==> src/rtl/mem_test_pkg.sv <==
// Shared encodings for the memory pattern tester: FSM state codes, pattern modes,
// and the checkerboard byte helper used by the pattern generator.
package mem_test_pkg;

  localparam logic [2:0] ST_IDLE    = 3'd0;
  localparam logic [2:0] ST_ARM     = 3'd1;
  localparam logic [2:0] ST_WR_REQ  = 3'd2;
  localparam logic [2:0] ST_WR_WAIT = 3'd3;
  localparam logic [2:0] ST_RD_REQ  = 3'd4;
  localparam logic [2:0] ST_RD_WAIT = 3'd5;
  localparam logic [2:0] ST_DONE    = 3'd6;

  typedef enum logic [1:0] {
    MODE_ADDR    = 2'd0,
    MODE_INV     = 2'd1,
    MODE_CHECKER = 2'd2,
    MODE_WALK1   = 2'd3
  } mode_e;

  function automatic logic [7:0] checker_byte(input logic odd);
    return odd ? 8'hAA : 8'h55;
  endfunction

endpackage

==> src/rtl/mem_test_pattern_gen.sv <==
// Combinational data pattern for a given mode/address; flip inverts every bit so
// alternate passes exercise both polarities of each cell.
module mem_test_pattern_gen
  import mem_test_pkg::*;
#(
  parameter int DATA_W = 16,
  parameter int ADDR_W = 29
) (
  input  logic [1:0]        mode,
  input  logic [ADDR_W-1:0] addr,
  input  logic              flip,
  output logic [DATA_W-1:0] pattern
);

  logic [ADDR_W+DATA_W-1:0] addr_ext;
  logic [ADDR_W-1:0]        bit_idx;
  logic [DATA_W-1:0]        base;

  // widening first keeps the low-slice legal even when ADDR_W < DATA_W
  assign addr_ext = {{DATA_W{1'b0}}, addr};
  assign bit_idx  = addr % ADDR_W'(DATA_W);

  always_comb begin
    base = '0;
    case (mode_e'(mode))
      MODE_ADDR:    base = addr_ext[DATA_W-1:0];
      MODE_INV:     base = ~addr_ext[DATA_W-1:0];
      MODE_CHECKER: base = {(DATA_W/8){checker_byte(addr[0])}};
      MODE_WALK1:   base = DATA_W'(1) << bit_idx;
      default:      base = '0;
    endcase
    pattern = base ^ {DATA_W{flip}};
  end

endmodule

==> src/rtl/mem_pattern_tester.sv <==
// Write-then-read-back memory test engine driving the SRAM-like wrapper bus,
// with watchdog abort, saturating error count and first-failure capture.
//
// state    | meaning
// IDLE     | after reset, waiting for start
// ARM      | run set up, waiting for wrapper idle
// WR_REQ   | write request held until busy seen
// WR_WAIT  | write accepted, waiting for ready
// RD_REQ   | read request held until busy seen
// RD_WAIT  | read accepted, check data on ready and advance
// DONE     | finished (pass limit, stop or timeout)
module mem_pattern_tester
  import mem_test_pkg::*;
#(
  parameter int DATA_W  = 16,
  parameter int ADDR_W  = 29,
  parameter int STRIDE  = 50,
  parameter int ERR_W   = 16,
  parameter int PASS_W  = 8,
  parameter int TIMEOUT = 4096
) (
  input  logic                i_clk,
  input  logic                i_rst_n,
  input  logic                i_start,
  input  logic                i_stop,
  input  logic [1:0]          i_mode,
  input  logic [ADDR_W-1:0]   i_addr_lo,
  input  logic [ADDR_W-1:0]   i_addr_hi,
  input  logic [PASS_W-1:0]   i_passes,
  output logic [31:0]         o_mem_addr,
  output logic                o_mem_cs,
  output logic [DATA_W/8-1:0] o_mem_be,
  output logic                o_mem_we,
  output logic [DATA_W-1:0]   o_mem_wr,
  input  logic [DATA_W-1:0]   i_mem_rd,
  input  logic                i_mem_ready,
  input  logic                i_mem_busy,
  output logic                o_running,
  output logic                o_done,
  output logic                o_timeout,
  output logic                o_err_flag,
  output logic [ERR_W-1:0]    o_err_cnt,
  output logic [PASS_W-1:0]   o_pass_cnt,
  output logic [ADDR_W-1:0]   o_fail_addr,
  output logic [DATA_W-1:0]   o_fail_exp,
  output logic [DATA_W-1:0]   o_fail_got
);

  localparam int              WD_W    = $clog2(TIMEOUT + 1);
  localparam logic [WD_W-1:0] WD_LOAD = WD_W'(TIMEOUT - 1);

  logic [2:0]        state;
  logic [ADDR_W-1:0] cur;
  logic              flip;
  logic              stop_q;
  logic [WD_W-1:0]   wd_cnt;

  logic [DATA_W-1:0] pattern;
  logic [ADDR_W:0]   next_addr;
  logic [PASS_W-1:0] pass_inc;
  logic              wrap, last_pass, mismatch, wd_expired, req;

  mem_test_pattern_gen #(.DATA_W(DATA_W), .ADDR_W(ADDR_W)) u_pat (
    .mode    (i_mode),
    .addr    (cur),
    .flip    (flip),
    .pattern (pattern)
  );

  // extra bit catches the step running off the top of the address space
  assign next_addr  = {1'b0, cur} + (ADDR_W+1)'(STRIDE);
  assign wrap       = next_addr[ADDR_W] || (next_addr[ADDR_W-1:0] > i_addr_hi);
  assign pass_inc   = o_pass_cnt + PASS_W'(1);
  assign last_pass  = wrap && (i_passes != '0) && (pass_inc == i_passes);
  assign mismatch   = (i_mem_rd != pattern);
  assign wd_expired = (wd_cnt == '0);
  assign req        = (state == ST_WR_REQ) || (state == ST_RD_REQ);

  assign o_mem_cs   = req;
  assign o_mem_be   = {(DATA_W/8){req}};
  assign o_mem_we   = (state == ST_WR_REQ);
  assign o_mem_wr   = req ? pattern : '0;
  assign o_mem_addr = req ? 32'(cur) : 32'd0;
  assign o_running  = (state != ST_IDLE) && (state != ST_DONE);
  assign o_done     = (state == ST_DONE);

  always_ff @(posedge i_clk or negedge i_rst_n) begin
    if (!i_rst_n) begin
      state       <= ST_IDLE;
      cur         <= '0;
      flip        <= 1'b0;
      stop_q      <= 1'b0;
      wd_cnt      <= '0;
      o_timeout   <= 1'b0;
      o_err_flag  <= 1'b0;
      o_err_cnt   <= '0;
      o_pass_cnt  <= '0;
      o_fail_addr <= '0;
      o_fail_exp  <= '0;
      o_fail_got  <= '0;
    end else begin
      if (o_running && i_stop) stop_q <= 1'b1;
      if (!wd_expired) wd_cnt <= wd_cnt - WD_W'(1);

      case (state)
        ST_IDLE, ST_DONE: begin
          if (i_start) begin
            state       <= ST_ARM;
            cur         <= i_addr_lo;
            flip        <= 1'b0;
            stop_q      <= 1'b0;
            o_timeout   <= 1'b0;
            o_err_flag  <= 1'b0;
            o_err_cnt   <= '0;
            o_pass_cnt  <= '0;
            o_fail_addr <= '0;
            o_fail_exp  <= '0;
            o_fail_got  <= '0;
          end
        end
        ST_ARM: begin
          if (!i_mem_busy) begin
            state  <= ST_WR_REQ;
            wd_cnt <= WD_LOAD;
          end
        end
        ST_WR_REQ, ST_RD_REQ: begin
          if (i_mem_busy) begin
            state  <= (state == ST_WR_REQ) ? ST_WR_WAIT : ST_RD_WAIT;
            wd_cnt <= WD_LOAD;
          end else if (wd_expired) begin
            state     <= ST_DONE;
            o_timeout <= 1'b1;
          end
        end
        ST_WR_WAIT: begin
          if (i_mem_ready) begin
            state  <= ST_RD_REQ;
            wd_cnt <= WD_LOAD;
          end else if (wd_expired) begin
            state     <= ST_DONE;
            o_timeout <= 1'b1;
          end
        end
        ST_RD_WAIT: begin
          if (i_mem_ready) begin
            if (mismatch) begin
              o_err_flag <= 1'b1;
              if (o_err_cnt != '1) o_err_cnt <= o_err_cnt + ERR_W'(1);
              if (!o_err_flag) begin
                o_fail_addr <= cur;
                o_fail_exp  <= pattern;
                o_fail_got  <= i_mem_rd;
              end
            end
            if (wrap) begin
              cur        <= i_addr_lo;
              o_pass_cnt <= pass_inc;
              flip       <= ~flip;
            end else begin
              cur <= next_addr[ADDR_W-1:0];
            end
            // stop is honoured only once the write/read pair for this address is complete
            if (last_pass || stop_q || i_stop) begin
              state <= ST_DONE;
            end else begin
              state  <= ST_WR_REQ;
              wd_cnt <= WD_LOAD;
            end
          end else if (wd_expired) begin
            state     <= ST_DONE;
            o_timeout <= 1'b1;
          end
        end
        default: state <= ST_IDLE;
      endcase
    end
  end

endmodule
==> config.mk <==
export PLATFORM = sky130hd
export DESIGN_NAME = mem_pattern_tester
export DESIGN_NICKNAME = d
export VERILOG_FILES = /design/src/rtl/mem_test_pkg.sv /design/src/rtl/mem_test_pattern_gen.sv /design/src/rtl/mem_pattern_tester.sv
export SDC_FILE = /design/constraint.sdc
export NUM_CORES = 1
export LEC_CHECK = 0
export BUFFER_PORTS_ARGS = -buffer_cell sky130_fd_sc_hd__clkbuf_2
export CAP_MARGIN = 30
export CORE_MARGIN = 2
export CORE_UTILIZATION = 55
export CTS_CLUSTER_DIAMETER = 150
export DETAILED_ROUTE_END_ITERATION = 8
export GPL_TIMING_DRIVEN = 0
export PLACE_DENSITY = 0.8
export SLEW_MARGIN = 20
export SYNTH_ARGS = -nofsm -noshare
export SYNTH_HDL_FRONTEND = slang
export SYNTH_SLANG_ARGS = --single-unit
==> constraint.sdc <==
create_clock -name i_clk -period 5.7 [get_ports i_clk]
set_input_delay 0.57 -clock i_clk [delete_from_list [all_inputs] [get_ports i_clk]]
set_output_delay 0.57 -clock i_clk [all_outputs]
set_load 0.02 [all_outputs]
==> results of run 1 <==
## state kept, by name (all words and copies together) (netlist names)
signal and cells:
o_err_flag 1, o_fail_got 16, o_timeout 1, wd_cnt 13
cur 29, stop_q 1, o_err_cnt 16, o_fail_exp 16
flip 1, state 3, o_fail_addr 29, o_pass_cnt 8
## synth_stat cells (all sizes together), types with 3 or more instances
| library cell | n |
|---|---|
| buf | 37 |
| nand2b | 14 |
| xnor2 | 49 |
| dfrtp | 134 |
| a211oi | 16 |
| clkbuf | 38 |
| nor3 | 17 |
| and3b | 3 |
| o41ai | 5 |
| o2bb2ai | 3 |
| a21oi | 82 |
| o22ai | 3 |
| mux2i | 29 |
| a31oi | 6 |
| and3 | 17 |
| o2bb2a | 3 |
| o21ai | 80 |
| nor2b | 6 |
| a22oi | 5 |
| o22a | 4 |
| o221ai | 12 |
| o31ai | 5 |
| nor2 | 85 |
| nand3 | 22 |
| a21boi | 4 |
| or2 | 6 |
| xor2 | 38 |
| a21o | 17 |
| ha | 34 |
| inv | 54 |
| nor3b | 6 |
| o211ai | 10 |
| nand4 | 15 |
| or3 | 12 |
| nand2 | 159 |
| and2 | 25 |
## routing by layer
layer / global-route usage, % / share of wire, % / vias up / routed length [µm]
li1: - / - / 4293 / -
met1: 44.70 / 42 / 4426 / 12210
met2: 52.94 / 46 / 510 / 13640
met3: 7.203 / 9.0 / 75 / 2648
met4: 12.66 / 3.0 / 0 / 886
met5: 0 / 0 / - / 0
## kinds of logic after synthesis
| kind of cell | Yosys count |
|---|---|
| other | 1 |
| buffers and inverters | 129 |
| and+or+nand+nor | 400 |
| muxes | 31 |
| xor gates and xnor gates | 89 |
| adders and majority gates | 34 |
| DFF | 134 |
| AOI/OAI and AO/OA | 273 |
## path summary, 6_finish.rpt
kind                             endpoint           start  cells past startpoint
max in group asynchronous         cur[25]         i_rst_n                      2
min reg2reg                o_fail_exp[14]  o_fail_exp[14]                      2
min in group i_clk                 cur[0]    i_addr_lo[0]                      2
max                               cur[15]          cur[3]                     21
max reg2reg                       cur[15]          cur[3]                     21
min                             wd_cnt[2]         i_rst_n                      1
## where the power goes
group	total, mW	switching, mW	internal (mW)
Sequential	1.54	0.275	1.26
Clock	1.24	0.459	0.782
Combinational	3.53	2.30	1.23
Total	6.31	3.03	3.27
## layout make-up
cell class	count	share of cell area (%)
multi-input cells	830	46.55
repair buffers	229	10.48
clock inverters	14	1.981
flip-flops and latches	134	29.65
well taps	220	2.434
diodes	1	0.02213
plain buffers	75	3.297
clock buffers	18	3.795
inverters	54	1.792
## timing repair
action | CTS | global route
buffers inserted | 0 | 3
pin swaps | 0 | 1
gates resized for setup | 1 | 4
setup endpoints to repair | 30 | 41
==> flow_metrics.env, run 1 <==
export IMPL_synth_edff_count=0
export IMPL_cp_cell_sequence="and3_1 -> clkbuf_1 -> nor3_1 -> nor3_1 -> and3_1 -> and2_0 -> clkbuf_1 -> nand2_1 -> xnor2_1 -> ha_1 -> a21o_1 -> a21o_1 -> a21oi_1 -> o21ai_0 -> nor4b_1 -> o21ai_2 -> nor3_4 -> buf_4 -> buf_2 -> mux2i_1 -> o21ai_0"
export IMPL_dp_hpwl_um=21860
export IMPL_syn_inst=1091
export IMPL_status="complete, no violations"
export IMPL_synth_top_family_by_area="simple AND/OR/NAND/NOR gates"
export IMPL_final_setup_tns_ns=0
export IMPL_yosysSeqAreaShare_pct=36.60
export IMPL_peakVddDrop_uv=306.8
export IMPL_clock_skew_ns=0.007346
export IMPL_path_class="flip-flop to flip-flop"
export IMPL_finalHoldViolations=0
export IMPL_ys_warn_count=0
export IMPL_via_count=9304
export IMPL_drt_wl_total_um=29390
export IMPL_startpoint_type="flip-flop"
export IMPL_coreArea_um2=16410
export IMPL_dp_cells=1539
export IMPL_syn_area_per_cell_um2=8.397
export IMPL_crit_required_ns=5.98
export IMPL_cp_arrival_ns=5.74
export IMPL_layout_setup_ws_ns=0.2472
export IMPL_setup_violations=0
export IMPL_pre_cts_slack_ns=-0.1788
export IMPL_finalCriticalPeriod_ns=5.453
export IMPL_grt_pass1_vias=8698
export IMPL_path_buf_inv=4
export IMPL_p_leak_nw=5.471
export IMPL_multiInputGateArea_um2=5264
export IMPL_synth_xor_area_share_pct=8.809
export IMPL_grt_pass1_wl_um=46140
export IMPL_overflow=0
export IMPL_critPathTopFamily="simple AND/OR/NAND/NOR gates"
export IMPL_antenna_found_initial=1
export IMPL_drt_pass1_iter_count=7
export IMPL_dieHeight_um=133.1
export IMPL_slew_violations=0
export IMPL_layout_common_cells="clkbuf_2, nand2_1, dfrtp_1"
export IMPL_total_power_mw=6.306
export IMPL_nets=1465
export IMPL_ctsHoldBuffers=0
export IMPL_synth_seq_cells=134
export IMPL_drive_gt1_share_pct=24.52
export IMPL_maxCapViolCount=0
export IMPL_cts_tree="done"
export IMPL_drc=0
export IMPL_wl_per_cell_um=18.66
export IMPL_seqCellArea_um2=3353
export IMPL_area_delta_synth_final_pct=23.44
export IMPL_async_flop_share_pct=100.0
export IMPL_fillers=1344
export IMPL_cts_buffers=17
export IMPL_clockBufferDepth=2
export IMPL_synthSimpleGateAreaFrac_pct=20.95
export IMPL_ctsRootBufferMaster="clkbuf_16"
export IMPL_synth_top_area_share_pct=36.60
export IMPL_routabilityCongestion=0.9506
export IMPL_clk_pin_slew_ns=0.06
export IMPL_synth_compound_area_share_pct=19.28
export IMPL_portBuffers=225
export IMPL_min_path_type="primary input to async pin"
export IMPL_worst_slew_pin_slew_ns=0.8122
export IMPL_period_share_pct=95.66
export IMPL_fmax_mhz=183.4
export IMPL_die_x_um=133.1
export IMPL_place_area_um2=10610
export IMPL_synth_adder_area_share_pct=4.644
export IMPL_vias_per_cell=5.907
export IMPL_cpPeakStageDelay_ns=0.45
export IMPL_dr_first_iter_drc_count=946
export IMPL_power_density_nw_per_um2=557.7
export IMPL_grt_max_degree=91
export IMPL_fin_cells=1575
export IMPL_ctsHtreeMaxLevel=4
export IMPL_r2r_slack_ns=0.25
export IMPL_io_pins=231
export IMPL_num_rows=47
export IMPL_synth_cell_types=72
export IMPL_ys_top_cells_by_area="dfrtp_1, nand2_1, xnor2_1"
export IMPL_cp_end_kind="flip-flop"
export IMPL_whs_ns=0.06453
export IMPL_initial_core_util_pct=55.84
export IMPL_relSlewSlack_pct=45.61
export IMPL_cts_sinks=134
export IMPL_synthMuxAreaShare_pct=3.414
export IMPL_clock_latency_ns=0.43
export IMPL_grt_total_usage_pct=33.28
export IMPL_synth_area_um2=9161
export IMPL_stdcell_area_um2=11310
export IMPL_worstPathMaxFanout=10
export IMPL_fp_dieArea_um2=17710
export IMPL_cpMaxStageDelayCell="nor4b_1"
export IMPL_synth_ff_type="dfrtp_1"
export IMPL_drtAntennaViolNets=0
export IMPL_fin_util_pct=68.92
export IMPL_final_common_cell="clkbuf_2"
export IMPL_synth_top_cell_by_area="dfrtp_1"
No activity file was read; power rests on OpenSTA's default activity.
==> run 2, diff against run 1 <==
--- a/config.mk
+++ b/config.mk
@@ -8,7 +8,7 @@
 export BUFFER_PORTS_ARGS = -buffer_cell sky130_fd_sc_hd__clkbuf_2
 export CAP_MARGIN = 30
 export CORE_MARGIN = 2
-export CORE_UTILIZATION = 55
+export CORE_UTILIZATION = 54
 export CTS_CLUSTER_DIAMETER = 150
 export DETAILED_ROUTE_END_ITERATION = 8
 export GPL_TIMING_DRIVEN = 0
@@ -16,4 +16,5 @@
 export SLEW_MARGIN = 20
 export SYNTH_ARGS = -nofsm -noshare
 export SYNTH_HDL_FRONTEND = slang
+export SYNTH_HIERARCHICAL = 1
 export SYNTH_SLANG_ARGS = --single-unit
==> run 2 against run 1 <==
Effect of this change:
- total power increased by 3.5%
- wire length fell by 6.2%
- register-to-register slack barely moved
- clock power down 9.7%
- critical path depth fell by 7
- sequential power rose by 6%
- combinational power is 7.1% higher
- sequential cell count did not move
- worst hold slack gained 0.055 ns
- die area fell by 3.1%
==> flow_metrics.env, run 2 <==
export IMPL_clockBufferDepth=2
export IMPL_drt_pass1_iter_count=5
export IMPL_clock_latency_ns=0.43
export IMPL_routabilityCongestion=0.9040
export IMPL_async_flop_share_pct=100.0
export IMPL_period_share_pct=95.41
export IMPL_dr_first_iter_drc_count=967
export IMPL_final_common_cell="clkbuf_2"
export IMPL_cts_buffers=17
export IMPL_status="complete, no violations"
export IMPL_yosysSeqAreaShare_pct=38.49
export IMPL_io_pins=231
export IMPL_drive_gt1_share_pct=25.35
export IMPL_nets=1337
export IMPL_portBuffers=227
export IMPL_cts_setup_buffers=0
export IMPL_cts_sinks=134
export IMPL_crit_required_ns=5.98
export IMPL_yosysMostFrequentCell="dfrtp_1"
export IMPL_startpoint_type="flip-flop"
export IMPL_peakVddDrop_uv=297.4
export IMPL_maxCapViolCount=0
export IMPL_dieHeight_um=131.0
export IMPL_num_rows=46
export IMPL_setup_violations=0
export IMPL_ff2ff_path_depth=14
export IMPL_rr_startpoint="cur[2]"
export IMPL_antenna_found_initial=0
export IMPL_area_delta_synth_final_pct=23.93
export IMPL_fmax_mhz=183.9
export IMPL_worstPathMaxFanout=15
export IMPL_fp_dieArea_um2=17160
export IMPL_synth_edff_count=0
export IMPL_cp_arrival_ns=5.72
export IMPL_power_density_nw_per_um2=604.8
export IMPL_ctsHoldBuffers=0
export IMPL_p_leak_nw=5.260
export IMPL_synth_top_area_share_pct=38.49
export IMPL_min_path_type="primary input to async pin"
export IMPL_finalCriticalPeriod_ns=5.438
export IMPL_ctsRootBufferMaster="clkbuf_16"
export IMPL_grt_pass1_wl_um=41940
export IMPL_finalHoldViolations=0
export IMPL_antennaDiodeCount=0
export IMPL_stdcell_area_um2=10800
export IMPL_fillers=1282
export IMPL_vias_per_cell=5.998
export IMPL_ys_warn_count=6
export IMPL_drt_wl_total_um=27560
export IMPL_relSlewSlack_pct=31.39
export IMPL_grt_pass1_vias=8036
export IMPL_synth_commonest_cells="dfrtp_1, nand2_1, a22o_1"
export IMPL_cts_tree="done"
export IMPL_coreArea_um2=15830
export IMPL_clock_skew_ns=0.008842
export IMPL_drc=0
export IMPL_die_x_um=131.0
export IMPL_clk_pin_slew_ns=0.06
export IMPL_overflow=0
export IMPL_fin_cells=1443
export IMPL_worst_slew_pin_slew_ns=1.029
export IMPL_wl_per_cell_um=19.10
export IMPL_synth_area_um2=8712
export IMPL_r2r_end="cur[17]"
export IMPL_place_area_um2=10170
export IMPL_fin_util_pct=68.21
export IMPL_synth_cell_types=70
export IMPL_slew_violations=0
export IMPL_grt_max_degree=76
export IMPL_path_class="flip-flop to flip-flop"
export IMPL_dp_cells=1410
export IMPL_layout_common_cells="clkbuf_2, dfrtp_1, nand2_1"
export IMPL_syn_inst=963
export IMPL_r2r_slack_ns=0.26
export IMPL_drtAntennaViolNets=0
export IMPL_initial_core_util_pct=55.04
export IMPL_via_count=8655
export IMPL_ctsHtreeMaxLevel=4
export IMPL_syn_area_per_cell_um2=9.047
export IMPL_top_regs="cur: 29 flops, o_fail_addr: 29 flops"
export IMPL_synth_ff_type="dfrtp_1"
export IMPL_synth_top_cell_by_area="dfrtp_1"
export IMPL_cp_end_kind="flip-flop"
export IMPL_whs_ns=0.1195
export IMPL_ys_top_cells_by_area="dfrtp_1, a22o_1, xnor2_1"
export IMPL_final_setup_tns_ns=0
export IMPL_grt_total_usage_pct=31.57
export IMPL_dp_hpwl_um=19990
export IMPL_synth_seq_cells=134
==> run 2: changes by cell type after synthesis, sizes merged, moves of 23 or more <==
cell and delta:
nand2 -84, a21oi -40, nor2 -53, and2 -23, and3 +36, a22o +69
==> run 2: worst max-delay path by stage <==
stage / startpoint / end / depth (start not counted) / slack [ns]
final: cur[2] / cur[17] / 14 / 0.26
after global routing: cur[2] / cur[17] / 15 / -0.009
after CTS: cur[2] / o_pass_cnt[5] / 15 / 0.21
after detailed placement: cur[2] / o_pass_cnt[5] / 14 / 0.04
after global placement: cur[2] / o_pass_cnt[5] / 14 / 0.11
after floorplan: cur[3] / cur[0] / 14 / 1.11
==> run 2: layer usage <==
| metal | GRT usage (%) | up-vias | wire length [µm] |
|---|---|---|---|
| met3 | 6.922 | 67 | 2680 |
| met4 | 12.39 | 0 | 720 |
| met5 | 0 | - | 0 |
| li1 | - | 3977 | - |
| met1 | 42.35 | 4096 | 11420 |
| met2 | 50.02 | 515 | 12740 |
==> run 2: cell type report <==
| class | count | area (µm²) | area share [%] |
|---|---|---|---|
| multi-input combinational | 696 | 4815 | 44.59 |
| clock buffer | 18 | 439.2 | 4.068 |
| inverter | 54 | 202.7 | 1.877 |
| clock inverter | 14 | 151.4 | 1.402 |
| sequential | 134 | 3353 | 31.06 |
| tap | 216 | 270.3 | 2.503 |
| timing repair buffer | 230 | 1182 | 10.95 |
| buffer | 81 | 382.9 | 3.546 |
==> run 2: repair_timing <==
item | 4_1_cts | 5_1_grt
pin swaps | 0 | 0
setup endpoints to repair | 2 | 48
gates resized for setup | 1 | 6
endpoints found under the hold margin | 0 | 0
==> run 2: logic make-up (layout without fill, tap and decap cells) <==
family          count (synthesis)  in the layout  synth area share [%]
other cells                     1              3               0.04304
flops                         134            134                 38.49
xor+xnor                       84             84                 8.445
compound gates                256            256                 20.52
fa+ha+maj                      33             33                 4.739
simple gates                  295            295                 18.15
mux                            25             25                 2.901
buf+inv                       135            397                 6.707
==> run 2: per-stage QoR <==
step | power, mW | worst slack [ns]
after global routing | 6.934 | -0.009252
after floorplan | 4.129 | 1.107
after detailed placement | 5.324 | 0.04286
final | 6.529 | 0.2617
after CTS | 6.456 | 0.2090
after global placement | 5.244 | 0.1093
==> run 2: power by group <==
| part | switching [mW] | internal (mW) |
|---|---|---|
| combinational | 2.44 | 1.33 |
| sequential | 0.333 | 1.30 |
| clock | 0.459 | 0.658 |
| total | 3.24 | 3.29 |
==> run 2: critical path, cell delays in order (launching register included) <==
cell and delay [ns]:
dfrtp_1 0.67, a311oi_1 0.34, or3_1 0.58, nor4_4 0.46
nand3_1 0.20, xnor2_1 0.18, ha_1 0.30, nand4_1 0.17
or4_1 0.64, nor3_1 0.30, a31oi_1 0.19, nor4_4 0.55
buf_4 0.31, mux2i_1 0.27, a2bb2oi_1 0.11
==> run 3, diff against run 2 <==
--- a/config.mk
+++ b/config.mk
@@ -5,13 +5,14 @@
 export SDC_FILE = /design/constraint.sdc
 export NUM_CORES = 1
 export LEC_CHECK = 0
-export BUFFER_PORTS_ARGS = -buffer_cell sky130_fd_sc_hd__clkbuf_2
+export BUFFER_PORTS_ARGS = -buffer_cell sky130_fd_sc_hd__buf_2
 export CAP_MARGIN = 30
 export CORE_MARGIN = 2
 export CORE_UTILIZATION = 54
 export CTS_CLUSTER_DIAMETER = 150
 export DETAILED_ROUTE_END_ITERATION = 8
 export GPL_TIMING_DRIVEN = 0
+export MAX_ROUTING_LAYER = met4
 export PLACE_DENSITY = 0.8
 export SLEW_MARGIN = 20
 export SYNTH_ARGS = -nofsm -noshare
==> run 3 against run 2 <==
Effect of this change:
- sequential power hardly changed
- first-iteration DRC count decreased by 21%
- clock skew decreased by 0.00082 ns
- non-clock buffer count did not move
- via count shrank 1.5%
- maximum frequency grew 0.25%
- die area unchanged
- clock-buffer cell count fell by 1
- largest cell class unchanged
==> flow_metrics.env, run 3 (synthesized netlist as in run 2, its figures left out) <==
export IMPL_finalCriticalPeriod_ns=5.425
export IMPL_die_x_um=131.0
export IMPL_layout_common_cells="buf_2, dfrtp_1, nand2_1"
export IMPL_ctsRootBufferMaster="clkbuf_16"
export IMPL_io_pins=231
export IMPL_swShare_pct=48.66
export IMPL_grt_pass1_wl_um=40630
export IMPL_top_regs="cur: 29 flops, o_fail_addr: 29 flops"
export IMPL_ctsHtreeMaxLevel=4
export IMPL_wl_per_cell_um=18.73
export IMPL_final_setup_tns_ns=0
export IMPL_vias_per_cell=5.907
export IMPL_min_path_type="primary input to async pin"
export IMPL_rsz0062_at_grt="false"
export IMPL_cp_end_kind="flip-flop"
export IMPL_r2r_slack_ns=0.28
export IMPL_num_rows=46
export IMPL_grt_util_met1_pct=40.67
export IMPL_drtAntennaViolNets=0
export IMPL_clock_skew_ns=0.008023
export IMPL_final_common_cell="buf_2"
export IMPL_fin_cells=1444
export IMPL_p_leak_nw=5.359
export IMPL_antenna_found_initial=1
export IMPL_fillers=1297
export IMPL_portBuffers=227
export IMPL_cpMostUsedCell="ha_1"
export IMPL_clock_latency_ns=0.43
export IMPL_post_cts_resized=1
export IMPL_cts_buffers=17
export IMPL_fmax_mhz=184.3
export IMPL_dp_hpwl_um=19630
export IMPL_coreArea_um2=15830
export IMPL_finalHoldViolations=0
export IMPL_cpPeakStageDelay_ns=0.71
export IMPL_nets=1337
export IMPL_use_met3_pct=7.044
export IMPL_slew_violations=0
export IMPL_area_delta_synth_final_pct=24.49
export IMPL_cts_tree="done"
export IMPL_ff2ff_path_depth=14
export IMPL_worst_slew_pin_slew_ns=0.9981
export IMPL_cp_arrival_ns=5.74
export IMPL_globalRouteMet2Util_pct=49.77
export IMPL_grt_total_usage_pct=31.82
export IMPL_setup_violations=0
export IMPL_drive_gt1_share_pct=25.26
export IMPL_ctsHoldBuffers=0
export IMPL_relSlewSlack_pct=33.46
export IMPL_peakVddDrop_uv=316.3
export IMPL_grt_max_degree=96
export IMPL_dr_first_iter_drc_count=767
export IMPL_clk_pin_slew_ns=0.07
export IMPL_path_class="flip-flop to flip-flop"
export IMPL_dp_cells=1410
export IMPL_worstPathMaxFanout=15
export IMPL_crit_required_ns=6.02
export IMPL_routabilityCongestion=0.9142
export IMPL_power_density_nw_per_um2=608.1
export IMPL_power_frac_clock_pct=18.4
export IMPL_rr_startpoint="cur[2]"
export IMPL_via_count=8529
export IMPL_drc=0
export IMPL_cts_sinks=134
export IMPL_grt_most_used_layer="met2"
export IMPL_initial_core_util_pct=55.04
export IMPL_cp_cell_sequence="ha_1 -> a211oi_1 -> or3_1 -> nor3_4 -> nand2_1 -> xnor2_1 -> ha_1 -> nand4_1 -> or4_1 -> nor3_1 -> a31oi_1 -> nor4_4 -> nand2b_1 -> mux2_1"
export IMPL_maxCapViolCount=0
export IMPL_power_switching_mw=3.209
export IMPL_pwr_share_comb_pct=57.0
export IMPL_clockBufferDepth=2
export IMPL_p_int_mw=3.386
export IMPL_cpMaxStageDelayCell="dfrtp_1"
export IMPL_drt_wl_total_um=27050
export IMPL_period_share_pct=95.17
export IMPL_drt_pass1_iter_count=6
export IMPL_startpoint_type="flip-flop"
export IMPL_r2r_end="cur[0]"
export IMPL_dieHeight_um=131.0
export IMPL_cts_setup_buffers=0
export IMPL_seqPwrFrac_pct=24.6
export IMPL_status="complete, no violations"
export IMPL_fp_dieArea_um2=17160
export IMPL_overflow=0
export IMPL_grt_pass1_vias=7708
[run 3: final cells by class]
class	count	area [µm²]	area share, %
clock inverter	15	216.5	1.996
inverter	54	202.7	1.869
sequential	134	3353	30.92
buffer	81	382.9	3.530
multi-input combinational	696	4808	44.34
timing repair buffer	230	1184	10.91
clock buffer	17	425.4	3.922
tap	216	270.3	2.492
antenna	1	2.502	0.02307
[run 3: metal layers]
metal  wire [µm]  up-vias  share of wire [%]
met4         710        0                2.6
met2       12540      411                 46
li1            -     3989                  -
met1       11340     4081                 42
met5           0        -                  0
met3        2464       48                9.1
[run 3: worst max-delay path by stage]
stage | startpoint | slack, ns | to | cells past startpoint
after floorplan | cur[3] | 1.11 | cur[0] | 14
after detailed placement | cur[3] | 0.05 | o_pass_cnt[7] | 15
after global placement | cur[2] | 0.12 | o_pass_cnt[5] | 14
final | cur[2] | 0.28 | cur[0] | 14
after global routing | cur[3] | 0.06 | cur[0] | 14
after CTS | cur[2] | 0.24 | o_pass_cnt[5] | 15
[run 3: power groups by stage]
stage | clock [mW] | combinational (mW) | sequential [mW]
floorplan | 0 | 2.33 | 1.80
global placement | 0 | 3.62 | 1.62
detailed placement | 0 | 3.69 | 1.62
CTS | 1.22 | 3.71 | 1.61
global route | 1.26 | 4.08 | 1.66
finish | 1.21 | 3.76 | 1.62
[run 3: per-stage QoR]
step           power (mW)  util (%)  setup WS, ns  area, µm²  hold WS, ns
6_report            6.595     68.52        0.2752      10850     0.002322
3_5_place_dp        5.312     64.25       0.04838      10170       0.4683
5_1_grt             7.000     68.52       0.05785      10850      0.02122
4_1_cts             6.543     68.34        0.2352      10820      0.01265
3_3_place_gp        5.237     63.98        0.1184      10130       0.4791
2_1_floorplan       4.129         -         1.107       8720       0.2744
[run 3: worst max-delay path: cells and delay by family, from the launching register on]
family,cells,cell delay [ns]
adder cells (fa/ha/maj),2,0.69
XOR/XNOR,1,0.18
flip-flops,1,0.71
multiplexers,1,0.36
AND/OR/NAND/NOR,8,3.01
AO/OA/AOI/OAI,2,0.35
